--- src/rtl/uart_rx_pkg.sv ---
// Shared definitions for the UART receiver: FSM encoding, line levels and
// helpers that place the three majority-vote taps in the middle of a bit.
package uart_rx_pkg;

  typedef enum logic [2:0] {
    IDLE      = 3'd0,
    START_CHK = 3'd1,
    DATA      = 3'd2,
    PARITY    = 3'd3,
    STOP_CHK  = 3'd4,
    DONE      = 3'd5
  } rx_state_t;

  // Line levels, identical to the ones the uart_tx end drives.
  localparam logic STOP_LVL  = 1'b1;
  localparam logic START_LVL = 1'b0;

  // First of the three consecutive sampling taps around mid-bit.
  function automatic int samp_first(input int prescale);
    return prescale / 2 - 1;
  endfunction

  // First edge at which the majority of all three taps is usable.
  function automatic int samp_valid(input int prescale);
    return prescale / 2 + 2;
  endfunction

endpackage

--- src/rtl/uart_rx_sampler.sv ---
// Per-bit edge counter with a 3-tap mid-bit majority vote. Flags the end of
// each bit and the first edge at which the voted value is stable.
module uart_rx_sampler
  import uart_rx_pkg::*;
#(
  parameter int PRESCALE = 8
) (
  input  logic clk,
  input  logic rst,
  input  logic run,
  input  logic rx_s,
  output logic bit_val,
  output logic sample_done,
  output logic bit_end
);

  localparam int CW = $clog2(PRESCALE);
  localparam logic [CW-1:0] TAP0  = CW'(samp_first(PRESCALE));
  localparam logic [CW-1:0] VALID = CW'(samp_valid(PRESCALE));
  localparam logic [CW-1:0] LAST  = CW'(PRESCALE - 1);

  logic [CW-1:0] edge_cnt_reg;
  logic [2:0]    samp_reg;
  logic [2:0]    tap_hit;

  for (genvar gi = 0; gi < 3; gi++) begin : g_tap
    assign tap_hit[gi] = run && (edge_cnt_reg == TAP0 + CW'(gi));
  end

  always_ff @(posedge clk or negedge rst) begin
    if (!rst) begin
      edge_cnt_reg <= '0;
      samp_reg     <= '1;
    end else begin
      if (!run || edge_cnt_reg == LAST)
        edge_cnt_reg <= '0;
      else
        edge_cnt_reg <= edge_cnt_reg + 1'b1;
      for (int i = 0; i < 3; i++)
        if (tap_hit[i]) samp_reg[i] <= rx_s;
    end
  end

  assign bit_val     = (samp_reg[0] & samp_reg[1]) | (samp_reg[0] & samp_reg[2]) |
                       (samp_reg[1] & samp_reg[2]);
  assign sample_done = run && (edge_cnt_reg == VALID);
  assign bit_end     = run && (edge_cnt_reg == LAST);

endmodule

--- src/rtl/uart_rx.sv ---
// UART receiver: start, WIDTH data bits LSB first, optional parity, one stop.
// Delivers the word with a one-cycle DATA_VALID and flags parity/framing errors.
module uart_rx
  import uart_rx_pkg::*;
#(
  parameter int   WIDTH    = 8,
  parameter int   PRESCALE = 8,
  parameter logic STOP     = STOP_LVL,
  parameter logic START    = START_LVL
) (
  input  logic             clk,
  input  logic             rst,
  input  logic             RX_IN,
  input  logic             PAR_EN,
  input  logic             PAR_TYP,
  output logic [WIDTH-1:0] P_DATA,
  output logic             DATA_VALID,
  output logic             PAR_ERR,
  output logic             STP_ERR,
  output logic             Busy
);

  localparam int BW = (WIDTH > 1) ? $clog2(WIDTH) : 1;
  localparam logic [BW-1:0] LAST_BIT = BW'(WIDTH - 1);

  rx_state_t        state_reg, state_next;
  logic             rx_meta_reg, rx_s_reg;
  logic [BW-1:0]    bit_cnt_reg;
  logic [WIDTH-1:0] shift_reg;
  logic [WIDTH-1:0] p_data_reg;
  logic             par_en_reg, par_typ_reg, par_bad_reg;
  logic             data_valid_reg, par_err_reg, stp_err_reg;
  logic             start_det, run, bit_val, sample_done, bit_end;

  always_ff @(posedge clk or negedge rst) begin
    if (!rst) begin
      rx_meta_reg <= 1'b1;
      rx_s_reg    <= 1'b1;
    end else begin
      rx_meta_reg <= RX_IN;
      rx_s_reg    <= rx_meta_reg;
    end
  end

  // The detection cycle itself is edge 0 of the start bit.
  assign start_det = (state_reg == IDLE) && (rx_s_reg == START);
  assign run       = start_det || (state_reg != IDLE && state_reg != DONE);

  uart_rx_sampler #(.PRESCALE(PRESCALE)) u_sampler (
    .clk        (clk),
    .rst        (rst),
    .run        (run),
    .rx_s       (rx_s_reg),
    .bit_val    (bit_val),
    .sample_done(sample_done),
    .bit_end    (bit_end)
  );

  always_ff @(posedge clk or negedge rst) begin
    if (!rst) state_reg <= IDLE;
    else      state_reg <= state_next;
  end

  always_comb begin
    state_next = state_reg;
    case (state_reg)
      IDLE:      if (start_det) state_next = START_CHK;
      START_CHK: if (bit_end) state_next = (bit_val == START) ? DATA : IDLE;
      DATA:      if (bit_end && bit_cnt_reg == LAST_BIT)
                   state_next = par_en_reg ? PARITY : STOP_CHK;
      PARITY:    if (bit_end) state_next = STOP_CHK;
      // Deciding mid stop bit leaves time to re-arm before a back-to-back start.
      STOP_CHK:  if (sample_done) state_next = DONE;
      DONE:      state_next = IDLE;
      default:   state_next = IDLE;
    endcase
  end

  always_ff @(posedge clk or negedge rst) begin
    if (!rst) begin
      bit_cnt_reg    <= '0;
      shift_reg      <= '0;
      p_data_reg     <= '0;
      par_en_reg     <= 1'b0;
      par_typ_reg    <= 1'b0;
      par_bad_reg    <= 1'b0;
      data_valid_reg <= 1'b0;
      par_err_reg    <= 1'b0;
      stp_err_reg    <= 1'b0;
    end else begin
      data_valid_reg <= 1'b0;
      par_err_reg    <= 1'b0;
      stp_err_reg    <= 1'b0;
      case (state_reg)
        IDLE: if (start_det) begin
          par_en_reg  <= PAR_EN;
          par_typ_reg <= PAR_TYP;
          par_bad_reg <= 1'b0;
          bit_cnt_reg <= '0;
        end
        DATA: if (bit_end) begin
          shift_reg[bit_cnt_reg] <= bit_val;
          bit_cnt_reg <= (bit_cnt_reg == LAST_BIT) ? '0 : bit_cnt_reg + 1'b1;
        end
        PARITY: if (bit_end && (bit_val != (^shift_reg ^ par_typ_reg)))
          par_bad_reg <= 1'b1;
        // Strobes register here so they coincide with DONE and the new P_DATA.
        STOP_CHK: if (sample_done) begin
          par_err_reg <= par_bad_reg;
          stp_err_reg <= (bit_val != STOP);
          if (!par_bad_reg && bit_val == STOP) begin
            data_valid_reg <= 1'b1;
            p_data_reg     <= shift_reg;
          end
        end
        DONE: begin
          par_bad_reg <= 1'b0;
          bit_cnt_reg <= '0;
        end
        default: ;
      endcase
    end
  end

  assign P_DATA     = p_data_reg;
  assign DATA_VALID = data_valid_reg;
  assign PAR_ERR    = par_err_reg;
  assign STP_ERR    = stp_err_reg;
  assign Busy       = (state_reg != IDLE);

endmodule

--- config.mk ---
export PLATFORM = sky130hd
export DESIGN_NAME = uart_rx
export DESIGN_NICKNAME = d
export VERILOG_FILES = /design/src/rtl/uart_rx_pkg.sv /design/src/rtl/uart_rx_sampler.sv /design/src/rtl/uart_rx.sv
export SDC_FILE = /design/constraint.sdc
export NUM_CORES = 1
export LEC_CHECK = 0
export ABC_AREA = 1
export CAP_MARGIN = 20
export CORE_MARGIN = 2
export CORE_UTILIZATION = 30
export CTS_BUF_LIST = sky130_fd_sc_hd__clkbuf_16
export DETAILED_ROUTE_END_ITERATION = 6
export GPL_ROUTABILITY_DRIVEN = 0
export PLACE_DENSITY = 0.44
export REMOVE_ABC_BUFFERS = 1
export SLEW_MARGIN = 15
export SYNTH_ARGS = -nofsm -noshare
export SYNTH_HDL_FRONTEND = slang
export SYNTH_SLANG_ARGS = --single-unit
--- constraint.sdc ---
create_clock -name clk -period 3.6 [get_ports clk]
set_input_delay 0.72 -clock clk [delete_from_list [all_inputs] [get_ports clk]]
set_output_delay 0.72 -clock clk [all_outputs]
set_load 0.01 [all_outputs]
Word-level counts from Yosys, hierarchy flattened:

Cells that the tools add are included.

* order comparisons: 2
* bitwise logic cells: 8
* equality and inequality tests: 20
* muxes and demuxes: 26
* $add $sub $neg: 2
* reductions and logical operators: 26

Operators by type and width (number)
* 3-bit 2-to-1 mux: 10
* 3-bit == test (second input constant): 7
* 3-bit case mux with 5 select lines: 1
* 2-bit inequality test (second input constant): 7
* 1-bit logical AND: 11
* 1-bit 2-to-1 mux: 10
* 3-bit by 2-bit == test with 1-bit output (second input constant): 3
* 3-bit case mux with 3 select lines: 1
* 3-bit AND reduction: 3
* 3-bit nonzero test: 3
* 8-bit bitwise mux: 1
* 8-bit parity: 1
* 3-bit by 1-bit adder with 3-bit output (second input constant): 2
* 5-bit AND reduction: 1
* 3-bit by 4-bit less-than comparator with 1-bit output (second input constant): 1
* 2-bit AND reduction: 2
* 1-bit AND: 3
* 1-bit demux with 3-bit select: 1
* 3-bit by 1-bit == test with 1-bit output (second input constant): 1
* 3-bit by 1-bit greater-or-equal comparator with 1-bit output (second input constant): 1
* 3-bit zero test: 1
* 3-bit inequality test (second input constant): 1
* 1-bit case mux with 3 select lines: 1
* 1-bit zero test: 2
* other kinds (6): 9

* flip-flop bits (word level): 36
* word-level logic and storage cells: 100

Logic depth before layout (Yosys ltp):

Gate-level depths: netlist (run 1).

* depth after elaboration: 7
* gate-level depth with buffers: 14
* depth with buffers taken out: 14

Modules after synthesis:

From an unflattened synthesis (run 1), not the netlist that was laid out.

* cell total of the unflattened synthesis: 209
* area total of the unflattened synthesis: 1818.0 um^2

Modules (own cells, without submodules)
* uart_rx: area an instance 1466.4 um^2, cells each 169, instances 1, seq. area each 753.2 um^2
* uart_rx_sampler: area an instance 351.6 um^2, cells each 40, instances 1, seq. area each 153.9 um^2

Worst setup path before layout (run 1):

OpenSTA, ideal clock, no wires.

* path kind: register to register
* from: register u_sampler.samp_reg[2]
* to: register par_bad_reg
* buffers on the path: 1
* stages on the path, launching flop included: 13
* data arrival time: 1.470 ns
* slack: 2.013 ns
* setup time: 0.117 ns
* period minus slack after synthesis: 1.587 ns
* cell sequence: dfstp_2 -> nand2_1 -> a21oi_1 -> inv_1 -> buf_2 -> nand2_1 -> nand3_1 -> nand2_1 -> nand2_1 -> nand2_1 -> nand3_1 -> nand2_1 -> nand2_1

* cells in the longest elaborated chain, start to end: 7
* elaborated cells on any way between the ends: 8
* those cells by class: eq/ne (2); bitwise (4); reduce/logical (2)

Ends and longest elaborated chain
* start: declaration: RTL line uart_rx_sampler.sv:23 `logic [2:0] samp_reg;`
* start signal: indexed assignment: RTL line uart_rx_sampler.sv:40 `if (tap_hit[i]) samp_reg[i] <= rx_s;`
* 1-bit AND: RTL line uart_rx_sampler.sv:44 `assign bit_val = (samp_reg[0] & samp_reg[1]) | (samp_reg[0] & samp_reg[2]) |`
* 1-bit OR: RTL line uart_rx_sampler.sv:44
* 1-bit OR (*): RTL line uart_rx_sampler.sv:44
* 1-bit inequality test (*): RTL line uart_rx.sv:105 `PARITY: if (bit_end && (bit_val != (^shift_reg ^ par_typ_reg)))`
* 1-bit logical AND (*): RTL line uart_rx.sv:105
* 2-bit inequality test (no line) (*)
* 3-bit AND reduction (no line) (*)
* end signal: assignment: RTL line uart_rx.sv:98 `par_bad_reg <= 1'b0;`
* end signal: assignment: RTL line uart_rx.sv:106 `par_bad_reg <= 1'b1;`
* end signal: assignment: RTL line uart_rx.sv:117 `par_bad_reg <= 1'b0;`
* end: declaration: RTL line uart_rx.sv:31 `logic par_en_reg, par_typ_reg, par_bad_reg;`

Mark *: on every way between the ends. The rest lies on a longest branch, timed or not.
A chain may end at the register's enable or synchronous reset.

Worst setup path after layout (run 1):

* from: register state_reg[1]
* to: output port Busy

* cells in the longest elaborated chain, start to end: 1

Ends and longest elaborated chain
* start: declaration: RTL line uart_rx.sv:26 `rx_state_t state_reg, state_next;`
* start signal: assignment: RTL line uart_rx.sv:61 `else state_reg <= state_next;`
* 3-bit nonzero test: RTL line uart_rx.sv:129 `assign Busy = (state_reg != IDLE);`
* end: declaration: RTL line uart_rx.sv:20 `output logic Busy`

Every way passes these cells.

==> results.json, run 1 <==
{
  "status": "finished, final reports clean",
  "post_cts.repair.setup_buffers": 0,
  "fin_tns_setup_ns": 0,
  "synth_edf_count": 0,
  "ys_types": 27,
  "switchingPower_mw": 0.5538,
  "cts_buffers": 5,
  "via_count": 1418,
  "vias_per_cell": 4.473,
  "rows": 28,
  "dp.final_hpwl_mm": 2.740,
  "cp-end-kind": "output port",
  "hold_path.class": "reg -> reg",
  "drc": 0,
  "synth_top_family_by_area": "simple AND/OR/NAND/NOR gates",
  "clock_path_buffers": 2,
  "hp-start": "rx_meta_reg$_DFF_PN1_",
  "crit_fanout": 4,
  "synth_warnings": 0,
  "synth.most_common_cell": "nand2_1",
  "drt_wl_total_mm": 3.588,
  "hold_end": "rx_s_reg$_DFF_PN1_",
  "final_layout_size_suffix_gt1_share_pct": 15.29,
  "wire_per_inst_um": 11.32,
  "die_x_um": 83.18,
  "path_class": "reg -> out",
  "power.density_mw_per_mm2": 725.2,
  "syn2layout_area_growth_pct": 23.82,
  "power_frac_clock_pct": 37.2,
  "synth-xor-area-share_pct": 0.9315,
  "drtIter0Drc": 89,
  "vdd_drop_max_mv": 0.3950,
  "crit_top_cell": "inv_1",
  "crit_path_start_kind": "register",
  "portBuffers": 16,
  "grt_first_pass_wirelength_mm": 6.361,
  "core-area_mm2": 0.005991,
  "ant_nets": 0,
  "grt_overflow": 0,
  "dieArea_mm2": 0.006918,
  "power_leakage_nw": 1.101,
  "post_cts_resized": 0,
  "multi_input_area_um2": 848.3,
  "synth_compound_area_share_pct": 13.71,
  "antenna_found_initial": 0,
  "grt_pass1_vias": 1382,
  "setup_viol": 0,
  "clock-sinks": 36,
  "seqCellArea_um2": 907.1,
  "syn_avg_cell_area_um2": 8.548,
  "synth.area.mux_share_pct": 0,
  "synthAdderAreaFrac_pct": 5.323,
  "combPwrFrac_pct": 29.7,
  "r2r_end": "P_DATA[5]$_DFFE_PN0P_",
  "netlist_area_mm2": 0.001881,
  "power_mw": 1.689,
  "ctsHoldBuffers": 0,
  "cts_root_buffer": "clkbuf_16",
  "p_int_mw": 1.135,
  "synthArstFlopShare_pct": 100.0,
  "yosys.area.top_type": "dfrtp_1",
  "yosysSeqAreaShare_pct": 48.24,
  "arrival_ns": 1.63,
  "reg2reg_from": "u_sampler.samp_reg[2]$_DFFE_PN1P_",
  "tightest_slew_ns": 0.8107,
  "finalCriticalPeriod_ns": 2.348,
  "synth_ff_type": "dfrtp_1",
  "cts.clk_slew.worst_paths_ns": 0.06,
  "pwr-share-seq_pct": 33.1,
  "synth_seq_cells": 36,
  "slowest_delay_ns": 0.48,
  "layout_worst_path_cycle_share_pct": 65.23,
  "drv_slew": 0,
  "holdPathStages": 0,
  "grt_usage_pct": 11.32,
  "switching_share_pct": 32.79,
  "synth.top_cell.area_share_pct": 41.25,
  "cp_slowest_cell": "clkdlybuf4s50_1",
  "syn-instance-count": 220,
  "drt-pass1-iter-count": 4,
  "die_y_um": 83.18,
  "rsz0062_at_grt": "no",
  "diodes": 0,
  "synthSimpleGateAreaFrac_pct": 25.15,
  "cp_cell_sequence": "inv_1, nand2_4, nor2_2, inv_1, clkdlybuf4s50_1",
  "clk_latency_ns": 0.28,
  "synth_common_cells": "56 x nand2_1, 31 x dfrtp_1, 27 x inv_1, 17 x nor2_1",
  "hold_viol": 0,
  "grt_max_degree": 37,
  "htree_levels": 2,
  "fillCellCount": 607,
  "cp.required_ns": 2.88,
  "fmax_ghz": 0.4259,
  "relSlewSlack_pct": 45.96,
  "hold_slack_ns": 0.3545,
  "synth_area_leaders": "dfrtp_1 41%, nand2_1 11%, dfstp_2 7.0%",
  "ff2ff_path_depth": 7,
  "initial_core_util_pct": 31.39,
  "reg2reg_slack_ns": 1.72,
  "nNetsFinal": 254,
  "cts_tree": "built",
  "skew_ns": 0.006044,
  "io_pins": 17,
  "max_cap_viol_count": 0
}
how the worst max path moves through the flow:
| stage | from | to | slack, ns | cells after the start |
|---|---|---|---|---|
| finish | state_reg[1]$_DFFE_PN0P_ | Busy | 1.25 | 5 |
| detailed placement | state_reg[1]$_DFFE_PN0P_ | Busy | 1.54 | 5 |
| global route | state_reg[1]$_DFFE_PN0P_ | Busy | 1.13 | 5 |
| floorplan | u_sampler.samp_reg[2]$_DFFE_PN1P_ | P_DATA[0]$_DFFE_PN0P_ | 2.02 | 7 |
| global placement | state_reg[1]$_DFFE_PN0P_ | Busy | 1.57 | 5 |
| CTS | state_reg[1]$_DFFE_PN0P_ | Busy | 1.23 | 5 |
cell families (layout without fill, tap and decap cells):
logic type / count (synthesis) / in the layout
AND/OR/NAND/NOR: 101 / 101
XOR/XNOR: 2 / 2
AO/OA/AOI/OAI: 42 / 42
flip-flops: 36 / 36
adder cells (fa/ha/maj): 8 / 8
buffers and inverters: 31 / 53
per-layer routing:
metal  global-route usage, %  vias up  wire [µm]
li1                        -      748          -
met1                   15.65      642       1813
met2                   17.08       22       1584
met3                   2.684        6        127
met4                   4.471        0         62
met5                       0        -          0
worst max-delay path: cells and delay by family, from the launching register on:
family	cells	cell delay (ns)
flops	1	0.39
buf+inv	3	0.71
simple gates	2	0.26
layout by cell type (no fill, tap or decap), drive strengths merged:
cell / count
o21a: 1
nor3: 1
nor2: 23
dfrtp: 31
or2: 1
a21oi: 13
inv: 29
buf: 1
clkbuf: 5
ha: 8
bufinv: 3
a31oi: 9
o31ai: 1
clkdlybuf4s50: 15
xor2: 1
nand3: 13
a21boi: 1
o211ai: 1
o21ai: 16
nand2: 63
dfstp: 5
xnor2: 1
layout make-up:
type | count | area share (%)
Clock buffer | 5 | 5.373
Clock inverter | 3 | 3.869
Inverter | 29 | 4.675
Multi-Input combinational cell | 153 | 36.43
Sequential cell | 36 | 38.96
Tap cell | 75 | 4.030
Timing Repair Buffer | 16 | 6.663
through the flow:
step	setup slack (ns)	std cells	utilization [%]	cell area (µm²)
finish	1.252	317	38.87	2328
global route	1.130	317	38.87	2328
CTS	1.227	317	38.87	2328
detailed placement	1.543	309	35.28	2113
global placement	1.568	309	35.28	2113
floorplan	2.023	218	-	1864
power groups by stage:
stage	registers, mW	logic (mW)	clock network (mW)
2_1_floorplan	0.551	0.393	0
3_3_place_gp	0.567	0.512	0
3_5_place_dp	0.567	0.510	0
4_1_cts	0.561	0.512	0.645
5_1_grt	0.570	0.593	0.663
6_report	0.559	0.501	0.629
(Power assumes the default switching activity.)
==> run 2: changes to the inputs <==
Settings changed: PLACE_DENSITY 0.44 to 0.46.
Clock period 3.6 ns to 2 ns, I/O delays scaled along.
==> results.json, run 2 (synthesized netlist as in run 1, its figures left out) <==
{
  "status": "finished, final reports clean",
  "finalCriticalPeriod_ns": 1.694,
  "syn2layout_area_growth_pct": 22.16,
  "hold_path.class": "in -> async",
  "drc": 0,
  "clk_latency_ns": 0.28,
  "slowest_delay_ns": 0.54,
  "clock-sinks": 36,
  "grt_first_pass_wirelength_mm": 6.679,
  "skew_ns": 0.005995,
  "fmax_ghz": 0.5903,
  "vdd_drop_max_mv": 0.6110,
  "reg2reg_from": "u_sampler.samp_reg[0]$_DFFE_PN1P_",
  "grt_usage_pct": 11.80,
  "path_class": "reg -> reg",
  "core-area_mm2": 0.005991,
  "cts_buffers": 5,
  "die_y_um": 83.18,
  "path_buf_inv": 2,
  "grt_overflow": 0,
  "crit_path_start_kind": "register",
  "final_common_cell": "nand2_1",
  "initial_core_util_pct": 31.39,
  "setup_slack_ns": 0.3059,
  "setup_viol": 0,
  "diodes": 0,
  "reg2reg_slack_ns": 0.31,
  "cp-end-kind": "register",
  "htree_levels": 2,
  "grt_pass1_vias": 1417,
  "via_count": 1445,
  "ant_nets": 0,
  "io_pins": 17,
  "max_cap_viol_count": 0,
  "cp.required_ns": 2.16,
  "cts.clk_slew.worst_paths_ns": 0.06,
  "hold_viol": 0,
  "tightest_slew_ns": 0.4795,
  "vias_per_cell": 4.488,
  "crit_top_cell": "nand2_1",
  "post-place-ws_ns": 0.2789,
  "drv_slew": 0,
  "r2r_end": "P_DATA[5]$_DFFE_PN0P_",
  "final_cell_mix": "56 x nand2_1, 31 x dfrtp_1, 26 x inv_1",
  "portBuffers": 16,
  "dieArea_mm2": 0.006918,
  "utilization_pct": 38.35,
  "ff2ff_path_depth": 7,
  "layout_worst_path_cycle_share_pct": 84.71,
  "wire_per_inst_um": 11.28,
  "drt-pass1-iter-count": 4,
  "hold_slack_ns": 0.1613,
  "power_leakage_nw": 1.099,
  "critPathTopFamily": "flip-flops",
  "nNetsFinal": 259,
  "final_layout_size_suffix_gt1_share_pct": 17.00,
  "crit_fanout": 14,
  "ctsHoldBuffers": 0,
  "arrival_ns": 1.85,
  "dpl-instance-area_mm2": 0.002136,
  "rows": 28,
  "drtIter0Drc": 62,
  "antenna_found_initial": 0,
  "cts_root_buffer": "clkbuf_16",
  "relSlewSlack_pct": 68.03,
  "cts_tree": "built",
  "fin_tns_setup_ns": 0,
  "cp_cell_sequence": "nand2_1, a21oi_1, inv_1, nor3_4, inv_2, nand2_1, o21ai_2",
  "final_area_mm2": 0.002297,
  "die_x_um": 83.18,
  "clock_path_buffers": 2,
  "rsz0062_at_grt": "no",
  "drt_wl_total_mm": 3.631,
  "grt_max_degree": 37,
  "dp.final_hpwl_mm": 2.716,
  "power.density_mw_per_mm2": 1184,
  "cp_slowest_cell": "dfstp_2"
}
[run 2: worst max-delay path by stage]
stage / from / to / slack, ns / cells past startpoint
3_3_place_gp: state_reg[1]$_DFFE_PN0P_ / Busy / 0.30 / 5
4_1_cts: state_reg[1]$_DFFE_PN0P_ / Busy / 0.03 / 5
5_1_grt: state_reg[0]$_DFFE_PN0P_ / P_DATA[5]$_DFFE_PN0P_ / 0.14 / 11
6_report: u_sampler.samp_reg[0]$_DFFE_PN1P_ / P_DATA[5]$_DFFE_PN0P_ / 0.31 / 7
3_5_place_dp: state_reg[1]$_DFFE_PN0P_ / Busy / 0.28 / 5
2_1_floorplan: u_sampler.samp_reg[2]$_DFFE_PN1P_ / P_DATA[0]$_DFFE_PN0P_ / 0.42 / 7
[run 2: layout make-up]
class,instances,area (µm²)
Fill cell,628,3694
Sequential cell,36,907.1
Multi-Input combinational cell,153,853.3
Timing Repair Buffer,21,195.2
Clock buffer,5,125.1
Inverter,29,108.9
Tap cell,75,93.84
Clock inverter,3,13.76
[run 2: where the power goes]
part | leakage, nW | internal [mW] | switching (mW) | total (mW)
combinational | 0.558 | 0.363 | 0.609 | 0.972
sequential | 0.469 | 0.891 | 0.120 | 1.01
clock | 0.0710 | 0.452 | 0.285 | 0.737
[run 2: worst reg2reg max path, stage by stage, from the launching register on]
cell and delay [ns]:
dfstp_2 0.54, nand2_1 0.05, a21oi_1 0.22, inv_1 0.14, nor3_4 0.26, inv_2 0.19, nand2_1 0.12, o21ai_2 0.05
[run 2: timing repair]
action                                  in CTS  in global routing
gates resized for setup                      1                  2
setup buffers                                0                  2
endpoints found under the hold margin        0                  0
endpoints found under the setup margin       1                  1
[run 2: layer usage]
layer / share of wire [%] / GRT usage (%) / routed length, µm / up-vias
met1: 51 / 16.53 / 1863 / 655
met4: 1.7 / 4.471 / 61 / 0
li1: - / - / - / 763
met3: 3.3 / 3.082 / 120 / 7
met5: 0 / 0 / 0 / -
met2: 44 / 17.45 / 1585 / 20
[run 2: metrics by stage]
stage / instances / power, mW
2_1_floorplan: 218 / 1.700
3_3_place_gp: 312 / 1.965
3_5_place_dp: 312 / 1.967
4_1_cts: 320 / 2.731
5_1_grt: 322 / 2.979
6_report: 322 / 2.719
==> run 3: changes to the inputs <==
Settings changed: PLACE_DENSITY 0.46 to 0.44.
Clock period 2 ns to 1.7 ns, I/O delays scaled along.
==> results.json, run 3 (synthesized netlist as in run 1, its figures left out) <==
{
  "status": "finished, final reports clean",
  "seqCellArea_um2": 907.1,
  "skew_ns": 0.004027,
  "crit_top_cell": "nand2_1",
  "final_layout_size_suffix_gt1_share_pct": 21.71,
  "dp.final_hpwl_mm": 2.827,
  "ctsHoldBuffers": 0,
  "drv_slew": 0,
  "reg2reg_from": "u_sampler.samp_reg[0]$_DFFE_PN1P_",
  "slowest_delay_ns": 0.54,
  "finalCriticalPeriod_ns": 1.550,
  "grt_max_degree": 37,
  "ant_nets": 0,
  "cp_slowest_cell": "dfstp_2",
  "drt_wl_total_mm": 3.831,
  "crit_path_start_kind": "register",
  "io_pins": 17,
  "drtIter0Drc": 75,
  "clock_path_buffers": 2,
  "reg2reg_slack_ns": 0.15,
  "power_mw": 3.360,
  "crit_fanout": 3,
  "vias_per_cell": 4.495,
  "layout_worst_path_cycle_share_pct": 91.17,
  "grt_overflow": 0,
  "antenna_found_initial": 0,
  "dieArea_mm2": 0.006918,
  "rows": 28,
  "power_frac_clock_pct": 25.6,
  "multi_input_area_um2": 883.3,
  "fmax_ghz": 0.6452,
  "path_buf_inv": 1,
  "syn2layout_area_growth_pct": 27.74,
  "cp-end-kind": "register",
  "nNetsFinal": 270,
  "final_cell_mix": "55 x nand2_1, 31 x dfrtp_1, 28 x inv_1",
  "relSlewSlack_pct": 68.29,
  "fillCellCount": 618,
  "via_count": 1497,
  "switching_share_pct": 37.20,
  "wire_per_inst_um": 11.50,
  "cp.required_ns": 1.87,
  "arrival_ns": 1.72,
  "portBuffers": 16,
  "rsz0062_at_grt": "no",
  "diodes": 0,
  "combPwrFrac_pct": 39.2,
  "drt-pass1-iter-count": 4,
  "cts_tree": "built",
  "die_x_um": 83.18,
  "final_common_cell": "nand2_1",
  "p_int_mw": 2.110,
  "path_class": "reg -> reg",
  "fin_tns_setup_ns": 0,
  "final_area_mm2": 0.002402,
  "clk_latency_ns": 0.28,
  "power_leakage_nw": 1.170,
  "switchingPower_mw": 1.250,
  "cts_root_buffer": "clkbuf_16",
  "grt_first_pass_wirelength_mm": 6.741,
  "ff2ff_path_depth": 12,
  "hold_viol": 0,
  "cp_cell_sequence": "nand2_1, a21oi_2, buf_4, nand3_1, nand2_1, nand2_1, nand2_1, nand2_1, nand2_2, nand3_1, nand2_1, nand2_1",
  "cts.clk_slew.worst_paths_ns": 0.06,
  "core-area_mm2": 0.005991,
  "pwr-share-seq_pct": 35.2,
  "vdd_drop_max_mv": 0.5839,
  "grt_pass1_vias": 1483,
  "tightest_slew_ns": 0.4757,
  "drc": 0,
  "grt_usage_pct": 11.96,
  "cts_buffers": 5,
  "setup_viol": 0,
  "hold_path.class": "in -> async",
  "initial_core_util_pct": 31.39,
  "die_y_um": 83.18,
  "critPathTopFamily": "simple AND/OR/NAND/NOR gates",
  "htree_levels": 2,
  "dpl-instance-area_mm2": 0.002203,
  "r2r_end": "par_bad_reg$_DFFE_PN0P_",
  "power.density_mw_per_mm2": 1399,
  "clock-sinks": 36,
  "max_cap_viol_count": 0
}
## run 3: cell count changes in the layout (fill, tap and decap cells not counted), sizes merged
cell	before	now
inv	29	31
clkinv	3	1
clkbuf	5	6
dlymetal6s2s	1	0
buf	6	17
## run 3: power groups by stage
stage / sequential, mW / clock, mW / combinational [mW]
floorplan: 1.17 / 0 / 0.832
global placement: 1.19 / 0 / 1.23
detailed placement: 1.20 / 0 / 1.22
CTS: 1.19 / 0.890 / 1.23
global route: 1.21 / 0.925 / 1.52
finish: 1.18 / 0.861 / 1.32
## run 3: how the worst max path moves through the flow
| stage | cells after the start | start | to |
|---|---|---|---|
| after floorplan | 7 | u_sampler.samp_reg[2]$_DFFE_PN1P_ | P_DATA[0]$_DFFE_PN0P_ |
| after global placement | 5 | state_reg[1]$_DFFE_PN0P_ | Busy |
| after detailed placement | 5 | state_reg[1]$_DFFE_PN0P_ | Busy |
| after CTS | 5 | state_reg[0]$_DFFE_PN0P_ | Busy |
| after global routing | 10 | state_reg[0]$_DFFE_PN0P_ | shift_reg[4]$_DFFE_PN0P_ |
| final | 12 | u_sampler.samp_reg[0]$_DFFE_PN1P_ | par_bad_reg$_DFFE_PN0P_ |
## run 3: cell type report
type,instances,share of cell area (%)
Sequential cell,36,37.76
Timing Repair Buffer,32,11.25
Inverter,29,4.635
Tap cell,75,3.906
Clock buffer,5,5.208
Clock inverter,3,0.4688
Multi-Input combinational cell,153,36.77
## run 3: per-stage QoR
| stage | hold WS, ns | cells | util [%] | setup WS, ns |
|---|---|---|---|---|
| 2_1_floorplan | 0.04441 | 218 | - | 0.1233 |
| 3_3_place_gp | 0.3452 | 321 | 36.78 | 0.02802 |
| 3_5_place_dp | 0.3472 | 321 | 36.78 | 0.01328 |
| 4_1_cts | 0.1299 | 329 | 39.12 | 0.003333 |
| 5_1_grt | 0.1657 | 333 | 40.10 | 0.004413 |
| 6_report | 0.1119 | 333 | 40.10 | 0.1501 |
## run 3: repair_timing
action / in CTS / in global routing
gates cloned: 0 / 0
setup endpoints to repair: 1 / 15
pin swaps: 0 / 6
buffers inserted: 0 / 4
resized for setup: 3 / 11
## run 3: layer usage
| layer | vias to the layer above | share of wire, % | wire, µm | track usage (%) |
|---|---|---|---|---|
| li1 | 784 | - | - | - |
| met1 | 681 | 49 | 1882 | 15.63 |
| met2 | 26 | 46 | 1745 | 18.99 |
| met3 | 6 | 3.8 | 146 | 3.479 |
| met4 | 0 | 1.5 | 57 | 4.024 |
| met5 | - | 0 | 0 | 0 |
